<file path="src/rtl/axil_pkg.sv">
// Shared types and constants for the AXI-Lite 2:1 arbiter.
package axil_pkg;

  typedef enum logic [3:0] {
    IDLE,
    WR_ACCEPT,
    WR_ISSUE,
    WR_RESP,
    WR_RET,
    RD_ACCEPT,
    RD_ISSUE,
    RD_RESP,
    RD_RET
  } arb_state_e;

  localparam logic [1:0] OKAY   = 2'b00;
  localparam logic [1:0] SLVERR = 2'b10;

endpackage

</file>
<file path="src/rtl/rr_arbiter2.sv">
// Combinational two-request pick with round-robin pointer.
// AXIL_ARB_FIXED_PRIO_EN: port 0 wins contested picks and the pointer is frozen.
module rr_arbiter2 (
  input  logic [1:0] req,
  input  logic       ptr,
  input  logic       served,
  output logic       grant_c,
  output logic       valid_c,
  output logic       ptr_next_c
);

  always_comb begin
    valid_c    = |req;
    grant_c    = 1'b0;
    ptr_next_c = ptr;
`ifdef AXIL_ARB_FIXED_PRIO_EN
    grant_c    = ~req[0] & req[1];
`else
    // Contested pick follows the pointer; a lone request always wins.
    grant_c    = (req == 2'b11) ? ptr : req[1];
    ptr_next_c = ~served;
`endif
  end

`ifdef AXIL_ARB_FIXED_PRIO_EN
  logic unused_served;
  assign unused_served = served;
`endif

endmodule

</file>
<file path="src/rtl/axil_arbiter_2to1.sv">
// Two-to-one AXI-Lite arbiter; one downstream transaction at a time, fully registered outputs.
// Build option AXIL_ARB_FIXED_PRIO_EN (inside rr_arbiter2) selects fixed priority.
module axil_arbiter_2to1
  import axil_pkg::*;
#(
  parameter int unsigned DATA_WIDTH = 32,
  parameter int unsigned ADDR_WIDTH = 8
) (
  input  logic                           axi_aclk,
  input  logic                           axi_aresetn,
  input  logic [2*ADDR_WIDTH-1:0]        s_axi_awaddr,
  input  logic [1:0]                     s_axi_awvalid,
  output logic [1:0]                     s_axi_awready,
  input  logic [2*DATA_WIDTH-1:0]        s_axi_wdata,
  input  logic [2*(DATA_WIDTH/8)-1:0]    s_axi_wstrb,
  input  logic [1:0]                     s_axi_wvalid,
  output logic [1:0]                     s_axi_wready,
  output logic [3:0]                     s_axi_bresp,
  output logic [1:0]                     s_axi_bvalid,
  input  logic [1:0]                     s_axi_bready,
  input  logic [2*ADDR_WIDTH-1:0]        s_axi_araddr,
  input  logic [1:0]                     s_axi_arvalid,
  output logic [1:0]                     s_axi_arready,
  output logic [2*DATA_WIDTH-1:0]        s_axi_rdata,
  output logic [3:0]                     s_axi_rresp,
  output logic [1:0]                     s_axi_rvalid,
  input  logic [1:0]                     s_axi_rready,
  output logic [ADDR_WIDTH-1:0]          m_axi_awaddr,
  output logic                           m_axi_awvalid,
  input  logic                           m_axi_awready,
  output logic [DATA_WIDTH-1:0]          m_axi_wdata,
  output logic [DATA_WIDTH/8-1:0]        m_axi_wstrb,
  output logic                           m_axi_wvalid,
  input  logic                           m_axi_wready,
  input  logic [1:0]                     m_axi_bresp,
  input  logic                           m_axi_bvalid,
  output logic                           m_axi_bready,
  output logic [ADDR_WIDTH-1:0]          m_axi_araddr,
  output logic                           m_axi_arvalid,
  input  logic                           m_axi_arready,
  input  logic [DATA_WIDTH-1:0]          m_axi_rdata,
  input  logic [1:0]                     m_axi_rresp,
  input  logic                           m_axi_rvalid,
  output logic                           m_axi_rready,
  output logic                           arb_busy,
  output logic                           arb_grant
);

  localparam int unsigned STRB_WIDTH = DATA_WIDTH / 8;

  arb_state_e state, state_n;
  logic ptr, ptr_n, grant_n, busy_n;

  logic [1:0]              s_awready_n, s_wready_n, s_bvalid_n, s_arready_n, s_rvalid_n;
  logic [3:0]              s_bresp_n, s_rresp_n;
  logic [2*DATA_WIDTH-1:0] s_rdata_n;
  logic [ADDR_WIDTH-1:0]   m_awaddr_n, m_araddr_n;
  logic [DATA_WIDTH-1:0]   m_wdata_n;
  logic [STRB_WIDTH-1:0]   m_wstrb_n;
  logic                    m_awvalid_n, m_wvalid_n, m_bready_n, m_arvalid_n, m_rready_n;

  logic [1:0]  wr_req_c, req_c;
  logic        win_c, win_valid_c, ptr_next_c;
  int unsigned wi, gi;

  assign wr_req_c = s_axi_awvalid & s_axi_wvalid;
  assign req_c    = wr_req_c | s_axi_arvalid;
  assign wi       = 32'(win_c);
  assign gi       = 32'(arb_grant);

  rr_arbiter2 u_pick (
    .req        (req_c),
    .ptr        (ptr),
    .served     (arb_grant),
    .grant_c    (win_c),
    .valid_c    (win_valid_c),
    .ptr_next_c (ptr_next_c)
  );

  // Next state and next register values; everything holds unless a transition changes it.
  always_comb begin
    state_n     = state;
    ptr_n       = ptr;
    grant_n     = arb_grant;
    s_awready_n = s_axi_awready;
    s_wready_n  = s_axi_wready;
    s_bvalid_n  = s_axi_bvalid;
    s_bresp_n   = s_axi_bresp;
    s_arready_n = s_axi_arready;
    s_rvalid_n  = s_axi_rvalid;
    s_rresp_n   = s_axi_rresp;
    s_rdata_n   = s_axi_rdata;
    m_awaddr_n  = m_axi_awaddr;
    m_awvalid_n = m_axi_awvalid;
    m_wdata_n   = m_axi_wdata;
    m_wstrb_n   = m_axi_wstrb;
    m_wvalid_n  = m_axi_wvalid;
    m_bready_n  = m_axi_bready;
    m_araddr_n  = m_axi_araddr;
    m_arvalid_n = m_axi_arvalid;
    m_rready_n  = m_axi_rready;

    case (state)
      IDLE: begin
        if (win_valid_c) begin
          grant_n = win_c;
          // A write beats a read from the same port.
          if (wr_req_c[win_c]) begin
            state_n            = WR_ACCEPT;
            m_awaddr_n         = s_axi_awaddr[wi*ADDR_WIDTH +: ADDR_WIDTH];
            m_wdata_n          = s_axi_wdata[wi*DATA_WIDTH +: DATA_WIDTH];
            m_wstrb_n          = s_axi_wstrb[wi*STRB_WIDTH +: STRB_WIDTH];
            s_awready_n[win_c] = 1'b1;
            s_wready_n[win_c]  = 1'b1;
          end else begin
            state_n            = RD_ACCEPT;
            m_araddr_n         = s_axi_araddr[wi*ADDR_WIDTH +: ADDR_WIDTH];
            s_arready_n[win_c] = 1'b1;
          end
        end
      end
      WR_ACCEPT: begin
        s_awready_n = '0;
        s_wready_n  = '0;
        m_awvalid_n = 1'b1;
        m_wvalid_n  = 1'b1;
        state_n     = WR_ISSUE;
      end
      WR_ISSUE: begin
        if (m_axi_awvalid && m_axi_awready) m_awvalid_n = 1'b0;
        if (m_axi_wvalid && m_axi_wready)   m_wvalid_n  = 1'b0;
        if (!m_awvalid_n && !m_wvalid_n) begin
          m_bready_n = 1'b1;
          state_n    = WR_RESP;
        end
      end
      WR_RESP: begin
        if (m_axi_bvalid && m_axi_bready) begin
          m_bready_n              = 1'b0;
          s_bresp_n[gi*2 +: 2]    = m_axi_bresp;
          s_bvalid_n[arb_grant]   = 1'b1;
          state_n                 = WR_RET;
        end
      end
      WR_RET: begin
        if (s_axi_bvalid[arb_grant] && s_axi_bready[arb_grant]) begin
          s_bvalid_n[arb_grant] = 1'b0;
          ptr_n                 = ptr_next_c;
          state_n               = IDLE;
        end
      end
      RD_ACCEPT: begin
        s_arready_n = '0;
        m_arvalid_n = 1'b1;
        state_n     = RD_ISSUE;
      end
      RD_ISSUE: begin
        if (m_axi_arvalid && m_axi_arready) begin
          m_arvalid_n = 1'b0;
          m_rready_n  = 1'b1;
          state_n     = RD_RESP;
        end
      end
      RD_RESP: begin
        if (m_axi_rvalid && m_axi_rready) begin
          m_rready_n                          = 1'b0;
          s_rdata_n[gi*DATA_WIDTH +: DATA_WIDTH] = m_axi_rdata;
          s_rresp_n[gi*2 +: 2]                = m_axi_rresp;
          s_rvalid_n[arb_grant]               = 1'b1;
          state_n                             = RD_RET;
        end
      end
      RD_RET: begin
        if (s_axi_rvalid[arb_grant] && s_axi_rready[arb_grant]) begin
          s_rvalid_n[arb_grant] = 1'b0;
          ptr_n                 = ptr_next_c;
          state_n               = IDLE;
        end
      end
      default: state_n = IDLE;
    endcase

    busy_n = (state_n != IDLE);
  end

  // State, pointer and every output register.
  always_ff @(posedge axi_aclk or negedge axi_aresetn) begin
    if (!axi_aresetn) begin
      state         <= IDLE;
      ptr           <= 1'b0;
      arb_grant     <= 1'b0;
      arb_busy      <= 1'b0;
      s_axi_awready <= '0;
      s_axi_wready  <= '0;
      s_axi_bvalid  <= '0;
      s_axi_bresp   <= '0;
      s_axi_arready <= '0;
      s_axi_rvalid  <= '0;
      s_axi_rresp   <= '0;
      s_axi_rdata   <= '0;
      m_axi_awaddr  <= '0;
      m_axi_awvalid <= 1'b0;
      m_axi_wdata   <= '0;
      m_axi_wstrb   <= '0;
      m_axi_wvalid  <= 1'b0;
      m_axi_bready  <= 1'b0;
      m_axi_araddr  <= '0;
      m_axi_arvalid <= 1'b0;
      m_axi_rready  <= 1'b0;
    end else begin
      state         <= state_n;
      ptr           <= ptr_n;
      arb_grant     <= grant_n;
      arb_busy      <= busy_n;
      s_axi_awready <= s_awready_n;
      s_axi_wready  <= s_wready_n;
      s_axi_bvalid  <= s_bvalid_n;
      s_axi_bresp   <= s_bresp_n;
      s_axi_arready <= s_arready_n;
      s_axi_rvalid  <= s_rvalid_n;
      s_axi_rresp   <= s_rresp_n;
      s_axi_rdata   <= s_rdata_n;
      m_axi_awaddr  <= m_awaddr_n;
      m_axi_awvalid <= m_awvalid_n;
      m_axi_wdata   <= m_wdata_n;
      m_axi_wstrb   <= m_wstrb_n;
      m_axi_wvalid  <= m_wvalid_n;
      m_axi_bready  <= m_bready_n;
      m_axi_araddr  <= m_araddr_n;
      m_axi_arvalid <= m_arvalid_n;
      m_axi_rready  <= m_rready_n;
    end
  end

endmodule

</file>
<file path="config.mk">
export PLATFORM = sky130hd
export DESIGN_NAME = axil_arbiter_2to1
export DESIGN_NICKNAME = d
export VERILOG_FILES = /design/src/rtl/axil_pkg.sv /design/src/rtl/rr_arbiter2.sv /design/src/rtl/axil_arbiter_2to1.sv
export SDC_FILE = /design/constraint.sdc
export NUM_CORES = 1
export LEC_CHECK = 0
export ABC_AREA = 1
export CORE_ASPECT_RATIO = 1.1
export CORE_MARGIN = 1.5
export CORE_UTILIZATION = 42
export DETAILED_ROUTE_END_ITERATION = 10
export PLACE_DENSITY = 0.79
export SLEW_MARGIN = 20
export SYNTH_ARGS = -nofsm -noshare
export SYNTH_HDL_FRONTEND = slang
export SYNTH_SLANG_ARGS = --single-unit
</file>
<file path="constraint.sdc">
create_clock -name axi_aclk -period 1.6 [get_ports axi_aclk]
set_clock_uncertainty 0.15 [all_clocks]
set_input_delay 0.16 -clock axi_aclk [delete_from_list [all_inputs] [get_ports axi_aclk]]
set_output_delay 0.16 -clock axi_aclk [all_outputs]
set_load 0.02 [all_outputs]
</file>
Yosys cells after proc, flatten, opt, wreduce, memory -nomap -nowiden
Index checks and enable logic that the tools add are counted.

Flip-flop bits (word level): 146. Input port bits: 157. Output and inout port bits: 141. Word-level logic and storage cells: 162.

Add/subtract/negate cells: 2. Magnitude comparators: 4. Equality and inequality tests: 18. Shifts and indexed selects: 9. Multiplexer cells: 59. Bitwise operators: 12. Reduce and logical (&&, ||, !) cells: 37.

Operators by type and width (number): $shiftx 2x34->4 (2); $bwmux 64 (1); $shift 32x34->64 const A (1); $shiftx 32x34->64 (1); $shiftx 64x7->32 (1); $pmux 4 s9 (1); $neg 2->34 (1); $neg 6->34 (1); $shift 2x34->4 const A (1); $shiftx 16x5->8 (2); $mux 4 (7); $reduce_and 3->1 (9); $mux 1 (24); $mux 2 (10); $pmux 2 s2 (5); $reduce_bool 2->1 (9); $eq 4x3->1 const B (4); $ne 2x2->1 const B (8); $or 2x2->2 (6); $pmux 1 s2 (6); $logic_and 1x1->1 (10); $bwmux 4 (2); $eq 4x2->1 const B (2); $reduce_and 2->1 (4); 16 further kinds (23).

Longest topological paths before layout
Depth after elaboration: 12. Gate-level depth with buffers: 10. Mapped depth without buffers: 9.

By module
Synthesis repeated with hierarchy kept, for this count alone.

Cells, all modules: 716. Area total of the unflattened synthesis: 6264.8 sq um.

Modules (own cells, without submodules): axil_arbiter_2to1 (times used 1, cells an instance 710, area each 6238.5 sq um, seq. area each 3653.5 sq um); rr_arbiter2 (times used 1, cells an instance 6, area each 26.3 sq um, seq. area each 0.0 sq um).

Worst setup path before layout
OpenSTA, ideal clock, no wires.

Path type: flip-flop to flip-flop. Start: register state[3]. End: register s_axi_rdata[51]. Library setup time: 0.130 ns. Arrival time: 1.231 ns. Data required time: 1.320 ns. Slack: 0.089 ns. Stages on the path, launching flop included: 11. Path buffers: 2. Clock period less this slack: 1.511 ns. Cell sequence: dfrtp_1 inv_1 nand2_2 nor2_4 nand2_2 inv_2 nand2_2 buf_6 buf_6 nand2_1 o21ai_1.

Cells in the longest elaborated chain, start to end: 2.

Ends and longest elaborated chain: from (decl) (RTL line axil_arbiter_2to1.sv:51) `arb_state_e state, state_n;`; from (signal assigned) (RTL line axil_arbiter_2to1.sv:211) `state <= state_n;`; $eq 4x3->1 (RTL line axil_arbiter_2to1.sv:103) `case (state)`; $reduce_and 2->1 (no source line); to (signal assigned) (RTL line axil_arbiter_2to1.sv:222) `s_axi_rdata <= s_rdata_n;`; to (decl) (RTL line axil_arbiter_2to1.sv:24) `output logic [2*DATA_WIDTH-1:0] s_axi_rdata,`.

Every way passes these cells. A chain may end at the register's enable or synchronous reset.

Worst setup path after layout
Start: register state[1]. End: register s_axi_rdata[11].

Same word-level chain as after synthesis.

==> results.yml <==
status:
  status: "finished, violations left"
  violations: "setup timing"
logic_synthesis:
  yosysUniqueCellTypes: 26
  ys_ff_latch: 146
  ys.warnings.count: 0
  syn_nets: 979
  synth_seq_area_share_pct: 55.0
  syn-instance-count: 822
  synth_top_area_share_pct: 55.0
  yosysTopAreaCell: "dfrtp_1"
  avgSynthCellArea_um2: 8.08
  syn-cell-area_um2: 6640
  synthTopCellsByArea: "dfrtp_1 55%, nand2_1 21%, nand3_1 4.4%"
pwr:
  power_density_nw_per_um2: 1750
  p_leak_nw: 5.97
  power.internal_w: 0.0113
  total_power_w: 0.0192
  clkPwrFrac_pct: 21.5
  vdd.ir_drop.worst_mv: 1.08
  combPwrFrac_pct: 46.2
  p_sw_w: 0.00788
  pwr-share-seq_pct: 32.2
  swShare_pct: 41.2
sta:
  worstMarginPinSlew_ps: 347
  fmax_ghz: 0.605
  rsz0062_at_grt: "yes"
  finalCritPeriodShare_pct: 103
  setup_slack_ps: -52.4
  setup_viol: 3
  relSlewSlack_pct: 76.9
  finalHoldViolCount: 0
  period_needed_ps: 1650
  slew_violations: 0
cts:
  cts_made_buffers: 17
  htree_levels: 4
  clk_latency_ps: 420
  cts_sinks: 146
  cts_tree: "yes"
  root_buffer: "clkbuf_16"
  clkTransAtPathRegs_ps: 60
  cts_buffer_depth: 2
drt:
  wl_per_cell_um: 16.1
  first_iter_violations: 299
  antenna_left: 0
  route.detailed.drc: 0
  dr_total_vias: 6633
  first_pass_iters: 5
  routed_wl_mm: 22.0
  viasPerCell: 4.86
placement:
  io_buffers: 297
  dp_hpwl_mm: 15.3
  post-place-ws_ps: -263
  place_congestion: 0.858
global_routing:
  grt_pass1_vias: 6112
  grt_usage_pct: 24.5
  antenna_found_initial: 2
  grt-ovfl-total: 0
  grt_first_pass_wirelength_mm: 31.1
  grt_start_max_net_pins: 49
setup_path:
  critical_path_arrival_ps: 1800
  cp-startpoint: "state[1]"
  worstSetupStartpointType: "register"
  rr_worst_depth: 7
  critPathCaptureType: "register"
  reg2reg_slack_ps: -50
  reg2reg_to: "s_axi_rdata[11]"
  crit_type: "register to register"
  cp_max_fo: 12
  cp.required_ps: 1750
  r2r-start: "state[1]"
hold_path:
  hold_class: "primary input to asynchronous set/reset pin"
layout:
  layout-drive-gt1-share_pct: 13.3
  diodes: 0
  final_nets: 1310
  area_growth_pct: 64.5
floorplan:
  chipHeight_um: 135
  rows: 48
  die_area_um2: 16600
  core_area_um2: 15600
  die_x_um: 123
  initial_core_util_pct: 42.7
  io_pins: 298
flow_run:
  maxCapViolations: 0
what timing repair did:
action	in CTS	in global routing
pin swaps	1	16
gates resized for setup	143	76
endpoints found under the hold margin	146	0
cloned	0	6
endpoints found under the setup margin	153	123
setup buffers	0	6
hold buffers	1	0
logic make-up after synthesis:
kind of cell           Yosys count  synth area share, %
and+or+nand+nor                463                 28.8
buffers and inverters          115                 8.18
AOI/OAI and AO/OA               98                 7.95
DFF                            146                 55.0
worst max-delay path by stage:
stage,endpoint,cells past startpoint
floorplan,s_axi_rdata[51],10
global placement,s_axi_awready[0],10
detailed placement,s_axi_awready[1],11
CTS,m_axi_wdata[28],7
global route,s_axi_rdata[11],7
finish,s_axi_rdata[11],7
cell type report:
cell class | count | area [um2]
flip-flops and latches | 146 | 3660
clock inverters | 14 | 176
fillers | 1250 | 4630
well taps | 200 | 250
multi-input cells | 561 | 2640
inverters | 76 | 290
clock buffers | 18 | 439
repair buffers | 351 | 3470
Yosys cell counts (all sizes together):
cell type	n
dfrtp	146
inv	76
nand3	59
a21oi	4
buf	36
nor2	17
nand3b	3
o22ai	1
clkbuf	3
o21ai	92
o21a	1
nor3	1
nand4	3
nand2	380
metal layers:
layer	global-route usage, %	vias up	wire [um]
met2	40.8	285	10800
met4	7.69	2	382
met5	0	-	13
li1	-	3233	-
met1	28.7	3083	8530
met3	9.92	30	2290
flip-flops by register name, summed over array words and instances (netlist names), named ones only:
register / count
s_axi_rdata: 64
m_axi_wdata: 32
m_axi_araddr: 8
m_axi_awaddr: 8
m_axi_wstrb: 4
s_axi_bresp: 4
s_axi_rresp: 4
state: 4
s_axi_arready: 2
s_axi_awready: 2
s_axi_wready: 2
arb_busy: 1
arb_grant: 1
m_axi_arvalid: 1
m_axi_awvalid: 1
m_axi_bready: 1
m_axi_rready: 1
m_axi_wvalid: 1
ptr: 1
cells in the final DEF, fill, tap and decap left out, types with 4 or more instances in the layout:
cell type	instances
o21ai_1	33
dlygate4sd2_1	141
nand3_1	56
clkdlybuf4s50_1	155
nand2_4	14
nor2_4	4
buf_12	14
o21ai_0	42
clkbuf_16	21
nand2_2	19
a21oi_1	4
nor2_1	11
buf_6	6
inv_2	4
dfrtp_1	144
inv_1	70
o21ai_2	17
nand2_1	346
buf_4	30
inv_6	4
worst max-delay path, cell delays in order (launching register included):
cell and delay (ps):
dfrtp_1 430, nand2_2 110, nor2_4 130, nand2_2 80
inv_4 100, nand2_8 90, clkbuf_16 180, o21ai_0 250
through the flow:
| step | instance area (um2) | instances | TNS, ps | util, % | hold WS, ps |
|---|---|---|---|---|---|
| 4_1_cts | 10500 | 1354 | 0 | 67.7 | 46.8 |
| 6_report | 10900 | 1366 | -84.0 | 70.2 | 46.3 |
| 5_1_grt | 10900 | 1366 | -1530 | 70.2 | 58.3 |
| 3_5_place_dp | 10100 | 1321 | -14860 | 64.8 | -75.1 |
| 3_3_place_gp | 10100 | 1321 | -12280 | 64.8 | -72.1 |
| 2_1_floorplan | 6640 | 822 | 0 | - | -286 |
power by group through the flow:
stage	Clock, W	Combinational [W]	Sequential [W]
4_1_cts	0.00419	0.00830	0.00607
3_3_place_gp	0	0.00907	0.00611
3_5_place_dp	0	0.00926	0.00614
6_report	0.00412	0.00886	0.00618
2_1_floorplan	0	0.00288	0.00780
5_1_grt	0.00436	0.00959	0.00633
(Power assumes the default switching activity.)
